===== src/rtl/riscv_muldiv_seq.sv =====
// Iterative RV32M/RV64M multiply/divide unit with a valid/ready request and response, a result tag, and flush.
// Latency: 1 cycle for special cases, N+2 otherwise (N = XLEN/MUL_STEP for multiply, XLEN for divide).
// Backpressure: req_ready only in IDLE; the result is held in DONE until resp_ready. `define MULDIV_EARLY_OUT_EN for data-dependent early exit.
module riscv_muldiv_seq #(
    parameter int XLEN     = 32,
    parameter int MUL_STEP = 2,
    parameter int TAG_W    = 5
) (
    input  logic             clock,
    input  logic             reset,
    input  logic             req_valid,
    output logic             req_ready,
    input  logic [2:0]       req_funct3,
    input  logic [XLEN-1:0]  req_a,
    input  logic [XLEN-1:0]  req_b,
    input  logic [TAG_W-1:0] req_tag,
    input  logic             flush,
    output logic             resp_valid,
    input  logic             resp_ready,
    output logic [XLEN-1:0]  resp_data,
    output logic [TAG_W-1:0] resp_tag,
    output logic             busy
);

    localparam int CW    = $clog2(XLEN);
    localparam int MUL_N = XLEN / MUL_STEP;

    typedef enum logic [1:0] {S_IDLE, S_CALC, S_SIGN, S_DONE} state_t;

    state_t              state_q;
    logic [CW-1:0]       cnt_q;
    logic [2:0]          funct3_q;
    logic                neg_q;
    // Multiply: product accumulator. Divide: partial remainder in the low half.
    logic [2*XLEN-1:0]   acc_q;
    // Multiply: remaining multiplier. Divide: dividend shifting out, quotient shifting in.
    logic [XLEN-1:0]     opa_q;
    // Multiply: multiplicand shifted up each step. Divide: divisor in the low half.
    logic [2*XLEN-1:0]   opb_q;
    logic                resp_valid_q;
    logic [XLEN-1:0]     resp_data_q;
    logic [TAG_W-1:0]    resp_tag_q;

    logic [2*XLEN-1:0]   acc_d;
    logic [XLEN-1:0]     opa_d;
    logic [2*XLEN-1:0]   opb_d;
    logic                last_d;

    logic                is_div, sgn_a, sgn_b, sa, sb, neg_in;
    logic [XLEN-1:0]     abs_a, abs_b;
    logic                spec_hit;
    logic [XLEN-1:0]     spec_val;

    logic [2*XLEN-1:0]   partial;
    logic [XLEN:0]       shifted;
    logic                ge;
    logic [2*XLEN-1:0]   prod_s;
    logic [XLEN-1:0]     div_val, sign_res;

    assign req_ready  = (state_q == S_IDLE) && !flush;
    assign busy       = (state_q != S_IDLE);
    assign resp_valid = resp_valid_q;
    assign resp_data  = resp_data_q;
    assign resp_tag   = resp_tag_q;

    // Operand decode at accept: signedness, magnitudes, result sign and special cases.
    always_comb begin
        is_div   = req_funct3[2];
        sgn_a    = is_div ? !req_funct3[0] : (req_funct3 != 3'd3);
        sgn_b    = is_div ? !req_funct3[0] : !req_funct3[1];
        sa       = sgn_a && req_a[XLEN-1];
        sb       = sgn_b && req_b[XLEN-1];
        abs_a    = sa ? -req_a : req_a;
        abs_b    = sb ? -req_b : req_b;
        // Remainder takes the dividend's sign; product and quotient the xor.
        neg_in   = (is_div && req_funct3[1]) ? sa : (sa ^ sb);
        spec_hit = 1'b0;
        spec_val = '0;
        if (!is_div) begin
            spec_hit = (req_a == '0) || (req_b == '0);
        end else if (req_b == '0) begin
            spec_hit = 1'b1;
            spec_val = req_funct3[1] ? req_a : '1;
        end else if (!req_funct3[0] && (req_a == {1'b1, {(XLEN-1){1'b0}}}) && (&req_b)) begin
            // Signed overflow: quotient saturates to MIN_INT, remainder is zero.
            spec_hit = 1'b1;
            spec_val = req_funct3[1] ? '0 : req_a;
        end
    end

`ifdef MULDIV_EARLY_OUT_EN
    logic [CW-1:0] div_start;

    // Skip leading zero bytes of |a|: start the counter (and pre-shift the dividend) past them.
    always_comb begin
        div_start = CW'(XLEN - 8);
        for (int k = 0; k < XLEN / 8; k++) begin
            if (|abs_a[8*k +: 8]) div_start = CW'(XLEN - 8 * (k + 1));
        end
    end
`endif

    // One CALC iteration: shift-add multiply step or one restoring-division step.
    always_comb begin
        acc_d   = acc_q;
        opa_d   = opa_q;
        opb_d   = opb_q;
        last_d  = 1'b0;
        partial = '0;
        shifted = {acc_q[XLEN-1:0], opa_q[XLEN-1]};
        ge      = 1'b0;
        if (!funct3_q[2]) begin
            for (int k = 0; k < MUL_STEP; k++) begin
                if (opa_q[k]) partial = partial + (opb_q << k);
            end
            acc_d = acc_q + partial;
            opa_d = opa_q >> MUL_STEP;
            opb_d = opb_q << MUL_STEP;
`ifdef MULDIV_EARLY_OUT_EN
            last_d = (opa_d == '0);
`else
            last_d = (cnt_q == CW'(MUL_N - 1));
`endif
        end else begin
            // Compare at XLEN+1 bits unsigned so a large remainder never looks negative.
            ge     = (shifted >= {1'b0, opb_q[XLEN-1:0]});
            acc_d  = {{XLEN{1'b0}}, (ge ? XLEN'(shifted - {1'b0, opb_q[XLEN-1:0]}) : shifted[XLEN-1:0])};
            opa_d  = {opa_q[XLEN-2:0], ge};
            last_d = (cnt_q == CW'(XLEN - 1));
        end
    end

    // SIGN stage: negate per the latched flag and pick the requested half / quotient / remainder.
    always_comb begin
        prod_s   = neg_q ? -acc_q : acc_q;
        div_val  = funct3_q[1] ? acc_q[XLEN-1:0] : opa_q;
        sign_res = (funct3_q[1:0] == 2'd0) ? prod_s[XLEN-1:0] : prod_s[2*XLEN-1:XLEN];
        if (funct3_q[2]) sign_res = neg_q ? -div_val : div_val;
    end

    // Control FSM and datapath registers; flush overrides every other transition.
    always_ff @(posedge clock or posedge reset) begin
        if (reset) begin
            state_q      <= S_IDLE;
            cnt_q        <= '0;
            funct3_q     <= '0;
            neg_q        <= 1'b0;
            acc_q        <= '0;
            opa_q        <= '0;
            opb_q        <= '0;
            resp_valid_q <= 1'b0;
            resp_data_q  <= '0;
            resp_tag_q   <= '0;
        end else if (flush) begin
            state_q      <= S_IDLE;
            resp_valid_q <= 1'b0;
        end else begin
            case (state_q)
                S_IDLE: begin
                    if (req_valid) begin
                        funct3_q   <= req_funct3;
                        neg_q      <= neg_in;
                        resp_tag_q <= req_tag;
                        acc_q      <= '0;
                        cnt_q      <= '0;
                        if (spec_hit) begin
                            resp_data_q  <= spec_val;
                            resp_valid_q <= 1'b1;
                            state_q      <= S_DONE;
                        end else if (!is_div) begin
                            opa_q   <= abs_b;
                            opb_q   <= {{XLEN{1'b0}}, abs_a};
                            state_q <= S_CALC;
                        end else begin
`ifdef MULDIV_EARLY_OUT_EN
                            opa_q <= abs_a << div_start;
                            cnt_q <= div_start;
`else
                            opa_q <= abs_a;
`endif
                            opb_q   <= {{XLEN{1'b0}}, abs_b};
                            state_q <= S_CALC;
                        end
                    end
                end
                S_CALC: begin
                    acc_q <= acc_d;
                    opa_q <= opa_d;
                    opb_q <= opb_d;
                    cnt_q <= cnt_q + CW'(1);
                    if (last_d) state_q <= S_SIGN;
                end
                S_SIGN: begin
                    resp_data_q  <= sign_res;
                    resp_valid_q <= 1'b1;
                    state_q      <= S_DONE;
                end
                S_DONE: begin
                    if (resp_ready) begin
                        resp_valid_q <= 1'b0;
                        state_q      <= S_IDLE;
                    end
                end
                default: state_q <= S_IDLE;
            endcase
        end
    end

endmodule


===== config.mk =====
export PLATFORM = sky130hd
export DESIGN_NAME = riscv_muldiv_seq
export DESIGN_NICKNAME = d
export VERILOG_FILES = /design/src/rtl/riscv_muldiv_seq.sv
export SDC_FILE = /design/constraint.sdc
export NUM_CORES = 1
export LEC_CHECK = 0
export CORE_UTILIZATION = 45
export DETAILED_ROUTE_END_ITERATION = 7
export GPL_TIMING_DRIVEN = 0
export PLACE_DENSITY_LB_ADDON = 0.2
export SETUP_SLACK_MARGIN = 0.3
export SLEW_MARGIN = 20
export SYNTH_ARGS = -nofsm -noshare
export SYNTH_HDL_FRONTEND = slang
export SYNTH_SLANG_ARGS = --single-unit

===== constraint.sdc =====
create_clock -name clock -period 7.3 [get_ports clock]
set_clock_uncertainty 0.15 [all_clocks]
set_input_delay 1.46 -clock clock [delete_from_list [all_inputs] [get_ports clock]]
set_output_delay 1.46 -clock clock [all_outputs]
set_load 0.05 [all_outputs]

[Yosys cells after proc, flatten, opt, wreduce, memory -nomap -nowiden]
Index checks and enable logic that the tools add are counted.
Word-level totals
  output and inout port bits: 40
  flip-flop bits (word level): 209
  logic and storage cells: 115
  input port bits: 77
Operators by class
  equal/unequal tests: 15
  bitwise operators: 2
  add/sub/neg operators: 8
  multiplexer cells: 53
  order comparisons: 1
  reduce and logical (&&, ||, !) cells: 26
Operators with widths (number)
  2-to-1 mux 64 bit: 10
  2-to-1 mux 32 bit: 19
  case mux 64 bit (2 select lines): 2
  adder 64 bit: 2
  case mux 32 bit (2 select lines): 2
  negation 32 bit: 3
  zero test 32 bit: 2
  negation 64 bit: 1
  greater-or-equal comparator 33 x 32 -> 1 bit: 1
  equality test 32 bit, second input constant: 1
  AND reduction 32 bit: 1
  subtractor 32 bit: 1
  != test 3 bit, second input constant: 4
  AND reduction 4 bit: 3
  2-to-1 mux 1 bit: 11
  2-to-1 mux 2 bit: 5
  case mux 5 bit (2 select lines): 1
  AND reduction 3 bit: 3
  != test 2 bit, second input constant: 4
  case mux 2 bit (4 select lines): 1
  logical AND 1 bit: 6
  nonzero test 2 bit: 3
  adder 5 x 1 -> 5 bit, second input constant: 1
  equality test 5 x 4 -> 1 bit, second input constant: 1
  other kinds (13): 17

[Longest topological paths before layout]
  word-level depth: 10
  gate-level depth with buffers: 36
  gate-level depth less buffers: 28

[Worst setup path after synthesis]
Ideal clock, no wire load.
  path kind: reg-to-reg
  start point: register opa_q[0]
  end point: register acc_q[63]
  slack: -748 ps
  clock period less this slack: 8048 ps
  data arrival time: 7811 ps
  required time: 7063 ps
  setup time: 87 ps
  buffers on the path: 8
  stages on the path, launching flop included: 33
  cells stage by stage: dfrtp_1 > clkbuf_1 > clkbuf_1 > buf_1 > clkbuf_1 > clkbuf_1 > clkbuf_1 > clkbuf_1 > clkbuf_1 > nand2_1 > fa_1 > o311ai_0 > o211ai_1 > a21o_1 > o21a_1 > o311ai_0 > a21oi_1 > o21ai_0 > a21oi_1 > xnor2_1 > mux2_2 > ha_1 > nand4_1 > nor2_1 > nand4_1 > a211oi_1 > a221o_1 > o21ai_0 > a2111o_1 > a31oi_1 > a311oi_1 > or4b_1 > o211ai_1
On the way
  cells in the longest elaborated chain, start to end: 8
Ends and longest elaborated chain
  start: declaration: RTL line 37  | logic [XLEN-1:0] opa_q;
  start signal: assignment: RTL line 171  | opa_q <= abs_b;
  start signal: assignment: RTL line 179  | opa_q <= abs_a;
  start signal: assignment: RTL line 188  | opa_q <= opa_d;
  2-to-1 mux 64 bit (*): RTL line 114  | if (opa_q[k]) partial = partial + (opb_q << k);
  2-to-1 mux 64 bit (*): RTL line 112  | if (!funct3_q[2]) begin
  adder 64 bit: RTL line 114
  2-to-1 mux 64 bit (*): RTL line 114
  2-to-1 mux 64 bit (*): RTL line 112
  adder 64 bit (*): RTL line 116  | acc_d = acc_q + partial;
  2-to-1 mux 64 bit (*): RTL line 112
  case mux 64 bit (2 select lines) (*): RTL line 158  | case (state_q)
  end signal: assignment: RTL line 148  | acc_q <= '0;
  end signal: assignment: RTL line 164  | acc_q <= '0;
  end signal: assignment: RTL line 187  | acc_q <= acc_d;
  end: declaration: RTL line 35  | logic [2*XLEN-1:0] acc_q;
Mark *: on every way between the ends. The rest lies on a longest branch, timed or not. The select of a mux whose other input is x is not followed.
A chain may end at the register's enable or synchronous reset.

[Worst setup path after layout]
Ends and elaborated chain as after synthesis.

==> flow_metrics.tcl <==
set metrics [dict create \
    outcome "finished, violations left" \
    violations "setup timing" \
    critical_path_required_ps 7680 \
    ys_seq_elements 209 \
    worstMarginPinSlew_ps 1310 \
    dpl_cell_area_um2 27500 \
    pwr-share-comb_pct 73.5 \
    rows 86 \
    grt-ovfl-total 0 \
    cap_violations 0 \
    vias_per_cell 6.38 \
    criticalPathCategory "reg -> reg" \
    antenna_found_initial 0 \
    power_w 0.0137 \
    final_common_cell "nand2_1" \
    syn_inst 3426 \
    grt_setup_unrepaired "yes" \
    root_buffer "clkbuf_16" \
    grt_pass1_vias 25900 \
    p_seq_share_pct 15.4 \
    numCtsBuffers 30 \
    max-slew-margin-rel_pct 12.4 \
    grt_pass1_wl_um 165000 \
    synth_edf_count 0 \
    clockBufferDepth 3 \
    swShare_pct 56.3 \
    ys_seq_area_share_pct 20.6 \
    period_share_pct 103 \
    fp.coreArea_um2 55300 \
    fmax_ghz 0.133 \
    endpoint_kind "register" \
    cts_tree "built" \
    initial_core_util_pct 45.8 \
    drv_slew 0 \
    slowest_stage "or4b_4" \
    cpPeakStageDelay_ps 530 \
    r2r_slack_ps -230 \
    clk_latency_ps 620 \
    clk_pin_slew_worst_paths_ps 60 \
    final_cells 4399 \
    power.internal_w 0.00600 \
    async_flop_share_pct 100 \
    p_switching_w 0.00774 \
    tns_ps -960 \
    place_congestion 1.02 \
    final_antenna_net_count 0 \
    ys.flop_type "dfrtp_1" \
    htreeDepth 1 \
    syn_area_per_cell_um2 7.39 \
    yosysTopAreaCellShare_pct 20.6 \
    vias 28000 \
    netlist_area_um2 25300 \
    final_area_um2 30000 \
    first_iter_violations 3083 \
    synth_area_leader_cell "dfrtp_1" \
    hold_viol_final 0 \
    postCtsHoldBufs 0 \
    dp_hpwl_um 87300 \
    power_frac_clock_pct 11.1 \
    netlist_top_cells_area "dfrtp_1, ha_1, xnor2_1" \
    wire_per_inst_um 25.4 \
    port_buffers 113 \
    area_growth_pct 18.3 \
    die_x_um 239 \
    fin_nets 3853 \
    track_usage_pct 38.4 \
    drive_above_1_share_pct 9.23 \
    routed_wl_um 112000 \
    grt_max_degree 34 \
    dr.pass1.iters 5 \
    placed_cells 4294 \
    leakagePower_nw 12.7 \
    path_common_cell "clkbuf_16" \
    layout_setup_ws_ps -230 \
    finalCriticalPeriod_ps 7530 \
    io-pin-count 117 \
    yosys.cell_types.count 89 \
    dieArea_um2 57200 \
    p_per_area_nw_per_um2 459 \
    final-setup-viol-count 6 \
    syn_nets 3651 \
    crit_fanout 4 \
    startpoint_type "register" \
    die_height_um 239 \
    drc_errors 0 \
    cp_data_arrival_time_ps 7910 \
    vdd_drop_max_v 0.000287 \
    clock_sink_count 209 \
    worstHoldPathType "reg -> reg" \
    final_cell_mix "nand2_1, a21oi_1, o21ai_0" \
    ys_warn_count 0 \
]
[synth_stat cells (27+ instances only)]
| master | n |
|---|---|
| inv_1 | 92 |
| xor2_1 | 125 |
| a22oi_1 | 27 |
| a211oi_1 | 68 |
| nand3_1 | 57 |
| a31oi_1 | 36 |
| mux2_2 | 31 |
| o22ai_1 | 31 |
| o31ai_1 | 48 |
| and2_1 | 59 |
| nand2_1 | 412 |
| mux2i_1 | 96 |
| xnor2_1 | 186 |
| buf_1 | 27 |
| nor2_1 | 269 |
| or3_1 | 27 |
| nand4_1 | 33 |
| nor3_1 | 67 |
| o21ai_0 | 303 |
| a21o_1 | 101 |
| and3_1 | 33 |
| ha_1 | 145 |
| a21oi_1 | 307 |
| nand2b_1 | 30 |
| clkbuf_1 | 167 |
| o211ai_1 | 28 |
| dfrtp_1 | 209 |
| a22o_1 | 38 |
[power groups by stage]
stage / registers, W / clock network, W / logic [W]
3_3_place_gp: 0.00208 / 0 / 0.00911
4_1_cts: 0.00208 / 0.00154 / 0.00965
6_report: 0.00212 / 0.00153 / 0.0101
3_5_place_dp: 0.00208 / 0 / 0.00910
5_1_grt: 0.00213 / 0.00157 / 0.0107
2_1_floorplan: 0.00220 / 0 / 0.00608
[area by class of cell]
type,instances,area [um^2]
sequential,209,5230
antenna,1,2.50
tap,748,936
clock buffer,40,850
timing repair buffer,170,1700
inverter,104,394
buffer,229,1200
multi-input combinational,2884,19500
fill,5506,25300
clock inverter,14,143
[worst paths after layout]
path,startpoint,depth (start not counted),to
max,opa_q[0],34,acc_q[63]
min,cnt_q[0],1,cnt_q[0]
max reg2reg,opa_q[0],34,acc_q[63]
min reg2reg,cnt_q[0],1,cnt_q[0]
max in group asynchronous,reset,5,opb_q[51]
min in group asynchronous,reset,2,resp_valid
[registers in the layout (all words and copies together), names as in the netlist]
signal / cells
resp_valid: 1
resp_data: 32
state_q: 2
opa_q: 32
acc_q: 64
opb_q: 64
neg_q: 1
cnt_q: 5
funct3_q: 3
resp_tag: 5
[critical path, delay by kind of cell (launching register included)]
kind | cells | cell delay (ps)
compound gates | 13 | 2980
xor+xnor | 1 | 140
buf+inv | 10 | 1340
fa+ha+maj | 2 | 490
simple gates | 7 | 1640
flops | 1 | 380
mux | 1 | 320
[cell families (layout without fill, tap and decap cells)]
| family | count (synthesis) | after routing | synth area share, % |
|---|---|---|---|
| AO/OA/AOI/OAI | 1182 | 1182 | 29.7 |
| AND/OR/NAND/NOR | 1116 | 1116 | 20.9 |
| buffers and inverters | 333 | 557 | 5.39 |
| XOR/XNOR | 311 | 311 | 10.8 |
| flip-flops | 209 | 209 | 20.6 |
| adder cells (fa/ha/maj) | 148 | 148 | 7.40 |
| multiplexers | 127 | 127 | 5.17 |
| other | 0 | 1 | 0 |
[stage by stage]
step	hold WS [ps]	util [%]	setup WS [ps]
CTS	352	53.5	-141
finish	350	54.2	-230
global placement	338	49.6	-3470
floorplan	314	-	134
detailed placement	342	49.8	-3380
global route	377	54.2	-393
[layer usage]
metal | track usage [%] | up-vias | wire (um)
li1 | - | 12900 | -
met1 | 52.9 | 13500 | 47000
met2 | 56.8 | 1441 | 47200
met3 | 6.59 | 257 | 10700
met4 | 20.9 | 0 | 7000
met5 | 0 | - | 0
[timing repair]
item,CTS,global route
setup endpoints to repair,55,32
buffers inserted,37,13
resized for setup,152,72
pin swaps,50,52
Note: power is estimated with default switching activity, not from simulation.
